<file path="config.mk">
export PLATFORM = sky130hd
export DESIGN_NAME = pipe_if
export DESIGN_NICKNAME = d
export VERILOG_FILES = /design/src/rtl/pipe_if_pkg.sv /design/src/rtl/if_skid_buf.sv /design/src/rtl/pipe_if.sv
export SDC_FILE = /design/constraint.sdc
export NUM_CORES = 1
export LEC_CHECK = 0
export ABC_AREA = 1
export ABC_CLOCK_PERIOD_IN_PS = 2900
export BUFFER_PORTS_ARGS = -buffer_cell sky130_fd_sc_hd__buf_2
export CELL_PAD_IN_SITES_DETAIL_PLACEMENT = 1
export CELL_PAD_IN_SITES_GLOBAL_PLACEMENT = 1
export CORE_MARGIN = 3
export CORE_UTILIZATION = 35
export CTS_CLUSTER_DIAMETER = 40
export DETAILED_ROUTE_END_ITERATION = 8
export PLACE_DENSITY = 0.8
export SLEW_MARGIN = 20
export SYNTH_ARGS = -nofsm -noshare
export SYNTH_HDL_FRONTEND = slang
export SYNTH_SLANG_ARGS = --single-unit
</file>
<file path="constraint.sdc">
create_clock -name clk -period 2.9 [get_ports clk]
set_clock_uncertainty 0.1 [all_clocks]
set_input_delay 0.29 -clock clk [delete_from_list [all_inputs] [get_ports clk]]
set_output_delay 0.29 -clock clk [all_outputs]
set_load 0.005 [all_outputs]
</file>
<file path="src/rtl/pipe_if_pkg.sv">
// Shared fetch-stage types: next-PC select codes,
// fetch FSM states and the IF/ID bundle.
package pipe_if_pkg;

  localparam logic [2:0] PC_SEL_PC4 = 3'd0;
  localparam logic [2:0] PC_SEL_B   = 3'd1;
  localparam logic [2:0] PC_SEL_J   = 3'd2;
  localparam logic [2:0] PC_SEL_R   = 3'd3;

  localparam logic [31:0] NOP_INSTR = 32'h0;

  typedef enum logic [1:0] {
    IDLE = 2'd0,
    WAIT = 2'd1,
    FULL = 2'd2
  } if_state_e;

  typedef struct packed {
    logic [31:0] instr;
    logic [31:0] pc4;
  } if_id_t;

endpackage

</file>
<file path="src/rtl/if_skid_buf.sv">
// One-entry holding register for a fetch response
// that arrives while decode is stalled.
module if_skid_buf
  import pipe_if_pkg::*;
(
  input  logic   clk,
  input  logic   rst_n,
  input  logic   load_i,
  input  logic   drain_i,
  input  if_id_t data_i,
  output if_id_t data_o,
  output logic   full_o
);

  if_id_t data_q;
  logic   full_q;

  always_ff @(posedge clk or negedge rst_n) begin
    if (!rst_n) begin
      data_q <= '0;
      full_q <= 1'b0;
    end else begin
      if (load_i) begin
        data_q <= data_i;
        full_q <= 1'b1;
      end else if (drain_i) begin
        full_q <= 1'b0;
      end
    end
  end

  assign data_o = data_q;
  assign full_o = full_q;

endmodule

</file>
<file path="src/rtl/pipe_if.sv">
// Instruction-fetch stage: fetch PC, single-outstanding
// imem requests, IF/ID register with skid, delayed redirects.
module pipe_if
  import pipe_if_pkg::*;
#(
  parameter logic [31:0] RESET_PC = 32'h0040_0000
) (
  input  logic        clk,
  input  logic        rst,
  input  logic        stall,
  input  logic [2:0]  pc_mux_sel,
  input  logic        is_branch,
  input  logic [31:0] r_pc,
  input  logic [31:0] b_pc,
  input  logic [31:0] j_pc,
  output logic        imem_req,
  output logic [31:0] imem_addr,
  input  logic        imem_valid,
  input  logic [31:0] imem_rdata,
  output logic [31:0] if_instruction,
  output logic [31:0] if_pc4,
  output logic        if_valid
);

  if_state_e   state_q;
  logic [31:0] fetch_pc_q, fetch_pc_d;
  logic [31:0] req_pc_q;
  logic [31:0] tgt_q, tgt_d;
  logic        pend_q, pend_d;
  logic [31:0] cap_tgt;
  logic        cap;
  logic        consume, ifid_load;
  logic        acc, reissue;
  logic        skid_full;
  if_id_t      skid_q, rsp;

  assign consume   = if_valid & ~stall;
  assign ifid_load = consume | ~if_valid;
  assign acc       = (state_q == WAIT) & imem_valid;
  assign reissue   = acc & ifid_load;

  assign rsp.instr = imem_rdata;
  assign rsp.pc4   = req_pc_q + 32'd4;

  always_comb begin
    cap     = 1'b0;
    cap_tgt = j_pc;
    if (consume) begin
      unique case (1'b1)
        (pc_mux_sel == PC_SEL_J): begin
          cap     = 1'b1;
          cap_tgt = j_pc;
        end
        (pc_mux_sel == PC_SEL_R): begin
          cap     = 1'b1;
          cap_tgt = r_pc;
        end
        (pc_mux_sel == PC_SEL_B): begin
          cap     = is_branch;
          cap_tgt = b_pc;
        end
        default: cap = 1'b0;
      endcase
    end
  end

  // Redirect takes effect on the fetch after the delay slot
  always_comb begin
    fetch_pc_d = fetch_pc_q;
    pend_d     = pend_q;
    tgt_d      = tgt_q;
    if (acc) begin
      pend_d = 1'b0;
      if (cap)
        fetch_pc_d = cap_tgt;
      else if (pend_q)
        fetch_pc_d = tgt_q;
      else
        fetch_pc_d = fetch_pc_q + 32'd4;
    end else if (cap) begin
      pend_d = 1'b1;
      tgt_d  = cap_tgt;
      if (state_q == FULL)
        fetch_pc_d = cap_tgt;
    end else if (state_q == IDLE) begin
      pend_d = 1'b0;
    end
  end

  assign imem_req  = rst & ((state_q == IDLE) | reissue);
  assign imem_addr = reissue ? fetch_pc_d : fetch_pc_q;

  if_skid_buf u_skid (
    .clk     (clk),
    .rst_n   (rst),
    .load_i  (acc & ~ifid_load),
    .drain_i (skid_full & ifid_load),
    .data_i  (rsp),
    .data_o  (skid_q),
    .full_o  (skid_full)
  );

  always_ff @(posedge clk or negedge rst) begin
    if (!rst) begin
      state_q        <= IDLE;
      fetch_pc_q     <= RESET_PC;
      req_pc_q       <= RESET_PC;
      tgt_q          <= '0;
      pend_q         <= 1'b0;
      if_instruction <= NOP_INSTR;
      if_pc4         <= '0;
      if_valid       <= 1'b0;
    end else begin
      fetch_pc_q <= fetch_pc_d;
      pend_q     <= pend_d;
      tgt_q      <= tgt_d;
      if (imem_req)
        req_pc_q <= imem_addr;
      unique case (state_q)
        IDLE: state_q <= WAIT;
        WAIT: if (acc) state_q <= ifid_load ? WAIT : FULL;
        FULL: if (ifid_load) state_q <= IDLE;
        default: state_q <= IDLE;
      endcase
      if (ifid_load) begin
        if (skid_full) begin
          if_instruction <= skid_q.instr;
          if_pc4         <= skid_q.pc4;
          if_valid       <= 1'b1;
        end else if (acc) begin
          if_instruction <= rsp.instr;
          if_pc4         <= rsp.pc4;
          if_valid       <= 1'b1;
        end else begin
          if_instruction <= NOP_INSTR;
          if_valid       <= 1'b0;
        end
      end
    end
  end

endmodule

</file>
==> reports/metrics.yaml <==
gp_congestion: 0.9304
cts_root_buf: "clkbuf_16"
hold_depth: 5
period_share_pct: 99.32
p_leak_nw: 8.702
clk_latency_ns: 0.53
clock_sinks: 229
crit_arrival_ns: 2.49
remaining_drc_errors: 0
tritoncts: "done"
syn_to_final_growth_pct: 29.82
setup-violations-final: 0
synth_edf_count: 0
clockBufferDepth: 3
status: "finished clean"
hold_viol: 0
synth_area_leaders: "dfrtp_1 43%, nand2_1 23%, nand3_1 6.7%"
io_buffer_count: 233
ys_warn_count: 0
global_route.usage.met2_pct: 40.17
tightest_slew_ns: 0.9921
synth-async-reset-ratio_pct: 100.0
num_rows: 70
layout_setup_ws_ns: 0.01981
num_io_pins: 234
dieHeight_um: 199.2
power_density_mw_per_mm2: 955.9
holdPathEnd: "tgt_q[29]"
yosys.area.top_type_share_pct: 43.48
crit_family: "simple AND/OR/NAND/NOR gates"
reg2reg_from: "req_pc_q[2]"
fin_util_pct: 46.22
dp_slack_ns: 0.2614
max_cap_viol_count: 0
ys_types: 41
synth_ff_type: "dfrtp_1"
grt-busiest-layer: "met2"
htreeDepth: 2
die_area_mm2: 0.03968
synth_seq_cells: 229
synth_nets: 2019
grt_max_degree: 115
rsz0062_at_grt: "true"
seq_area_frac_synth_pct: 43.88
start_util_pct: 35.60
die_x_um: 199.2
antenna_found_initial: 1
yosys.area.top_type: "dfrtp_1"
grt_usage_pct: 24.08
grt_pass1_vias: 14142
synth_area_mm2: 0.01306
via_per_inst: 5.170
slew_headroom_pct: 33.86
met3_usage_pct: 2.984
path_class: "reg -> out"
crit_buf_inv: 1
cts_buffers: 41
grt_pass1_wl_mm: 76.74
worst_hold_startpoint: "j_pc[29]"
syn_inst: 1881
ir_worst_vdd_uv: 376.6
routed_wl_mm: 49.17
startpoint_type: "flop"
drtAntennaViolNets: 0
drt_first_pass_iters: 5
required_ns: 2.51
r2r_cells: 9
drt-initial-drc-count: 762
max_freq_ghz: 0.3472
critPathMaxStageDelay_ns: 0.45
tns_ns: 0
nets: 2294
drive_gt1_share_pct: 21.13
overflow: 0
fin_crit_ns: 2.880
vias: 13741
routedWlPerCell_um: 18.50
endpoint_kind: "output port"
cts.clk_slew.worst_paths_ns: 0.05
reg2reg_slack_ns: 0.57
r2r-end: "if_pc4[18]"
hold_class: "in -> reg"
core_area_mm2: 0.03670
dpl.hpwl_mm: 34.60
cp_max_fo: 5
met1_usage_pct: 32.64
cp_slowest_cell: "dfrtp_1"
syn_area_per_cell_um2: 6.945
finalMaxSlewViolations: 0
crit_chain: "ha_4, nand2_1, nor2_2, nand2_2, xor2_1, o21ai_0, nand3_1, a21boi_1, buf_2"
## registers in the layout (all words and copies together) (netlist names)
register	cells
fetch_pc_q	32
if_instruction	32
if_pc4	32
if_valid	1
pend_q	1
req_pc_q	32
state_q	2
tgt_q	32
u_skid.data_o	64
u_skid.full_o	1
## where the power goes
part | internal [mW] | leakage, nW | switching, mW
Clock | 2.88 | 0.642 | 1.76
Combinational | 2.20 | 5.19 | 3.65
Sequential | 4.62 | 2.87 | 1.10
Total | 9.70 | 8.70 | 6.51
## per-stage QoR
stage          total power [mW]  instance area, µm²  hold WS [ns]  instances
3_3_place_gp              10.90               14810       0.09766       2528
5_1_grt                   17.38               16950       0.06567       2655
2_1_floorplan             8.767               13060       -0.1056       1881
6_report                  16.21               16960       0.02633       2658
4_1_cts                   16.07               16650       0.01044       2643
3_5_place_dp              11.15               14810        0.1005       2528
## Yosys cell counts, types with 2 or more instances
| cell | instances |
|---|---|
| o31ai_1 | 2 |
| nand3_1 | 176 |
| o21ai_1 | 7 |
| inv_1 | 112 |
| and2_1 | 7 |
| buf_4 | 2 |
| nor2_1 | 119 |
| a31oi_1 | 19 |
| buf_2 | 34 |
| buf_1 | 6 |
| nand4_1 | 6 |
| dfstp_2 | 2 |
| or2_1 | 2 |
| xnor2_1 | 3 |
| nor2_4 | 2 |
| o21ai_0 | 115 |
| a21boi_0 | 20 |
| nor3_2 | 3 |
| nor3_4 | 2 |
| nand2_2 | 2 |
| a21oi_1 | 58 |
| inv_2 | 6 |
| nor3_1 | 7 |
| ha_1 | 2 |
| nand3b_1 | 3 |
| nor4_1 | 3 |
| nand2_1 | 790 |
| nand3_2 | 3 |
| clkbuf_1 | 58 |
| a22oi_1 | 32 |
| a22o_1 | 3 |
| nor2_2 | 5 |
| dfrtp_1 | 227 |
| o211ai_1 | 10 |
| clkinv_1 | 3 |
| xor2_1 | 19 |
| o21a_1 | 7 |
## layer usage
| metal | vias up | part of all wire, % |
|---|---|---|
| met2 | 379 | 47 |
| met3 | 90 | 4.6 |
| met1 | 6649 | 45 |
| met4 | 0 | 3.0 |
| met5 | - | 0 |
| li1 | 6623 | - |
## worst max-delay path by stage
| stage | startpoint | endpoint | slack (ns) | cells past startpoint |
|---|---|---|---|---|
| floorplan | fetch_pc_q[2] | imem_addr[22] | 0.97 | 9 |
| global placement | stall | imem_addr[30] | 0.38 | 9 |
| detailed placement | state_q[0] | imem_addr[5] | 0.26 | 8 |
| CTS | fetch_pc_q[6] | imem_addr[18] | -0.02 | 10 |
| global route | fetch_pc_q[3] | imem_addr[10] | -0.06 | 9 |
| finish | fetch_pc_q[3] | imem_addr[10] | 0.02 | 9 |
## worst min-delay path: stages
cell	delay, ns
buf_2	0.08
nand2_1	0.04
nand2_1	0.10
nand2_1	0.06
nand2_1	0.05
## placed cells by master, fill, tap and decap left out, types with 6 or more instances in the layout
cell type | synthesis | layout
nand2_1 | 790 | 773
buf_4 | 2 | 51
nand4_1 | 6 | 6
a21boi_2 | 0 | 6
a21boi_0 | 20 | 6
a21boi_1 | 1 | 9
dfrtp_1 | 227 | 222
nand3_1 | 176 | 172
inv_1 | 112 | 110
nor3_1 | 7 | 7
and2_1 | 7 | 7
clkinv_2 | 0 | 8
nor2_2 | 5 | 23
clkinvlp_4 | 0 | 7
a21oi_1 | 58 | 57
nor2_4 | 2 | 10
xor2_1 | 19 | 18
clkinv_4 | 0 | 6
buf_12 | 0 | 6
a31oi_1 | 19 | 19
a22oi_1 | 32 | 32
inv_2 | 6 | 8
nor2_1 | 119 | 93
o21ai_1 | 7 | 13
clkbuf_16 | 0 | 42
dlygate4sd3_1 | 0 | 36
o21a_1 | 7 | 7
o211ai_1 | 10 | 10
o21ai_0 | 115 | 107
buf_2 | 34 | 232
nand2_2 | 2 | 18
## cells by family (layout without fill, tap and decap cells)
kind of cell    Yosys count  count (layout)  synth area share (%)
mux                       1               1               0.07662
fa+ha+maj                 2               2                0.1915
flops                   229             229                 43.88
other cells               0               4                     0
simple gates           1131            1131                 35.43
buf+inv                 221             526                 6.733
xor+xnor                 22              22                 1.475
compound gates          275             275                 12.21
## repair_timing
item                                    CTS  global route
gates resized for setup                  37            74
hold endpoints to repair                105             0
buffers inserted                          5            10
endpoints found under the setup margin   31            31
hold buffers                             36             0
pin swaps                                 2            11
gates cloned                              1             1
## final cells by class
type	instances	area, µm²
fill	4658	19740
multi-input combinational	1431	6704
sequential	229	5739
timing repair buffer	332	2125
clock buffer	46	1075
tap	468	585.6
inverter	121	461.7
clock inverter	27	260.3
antenna	4	10.01
Power figures use the tool's default switching activity.
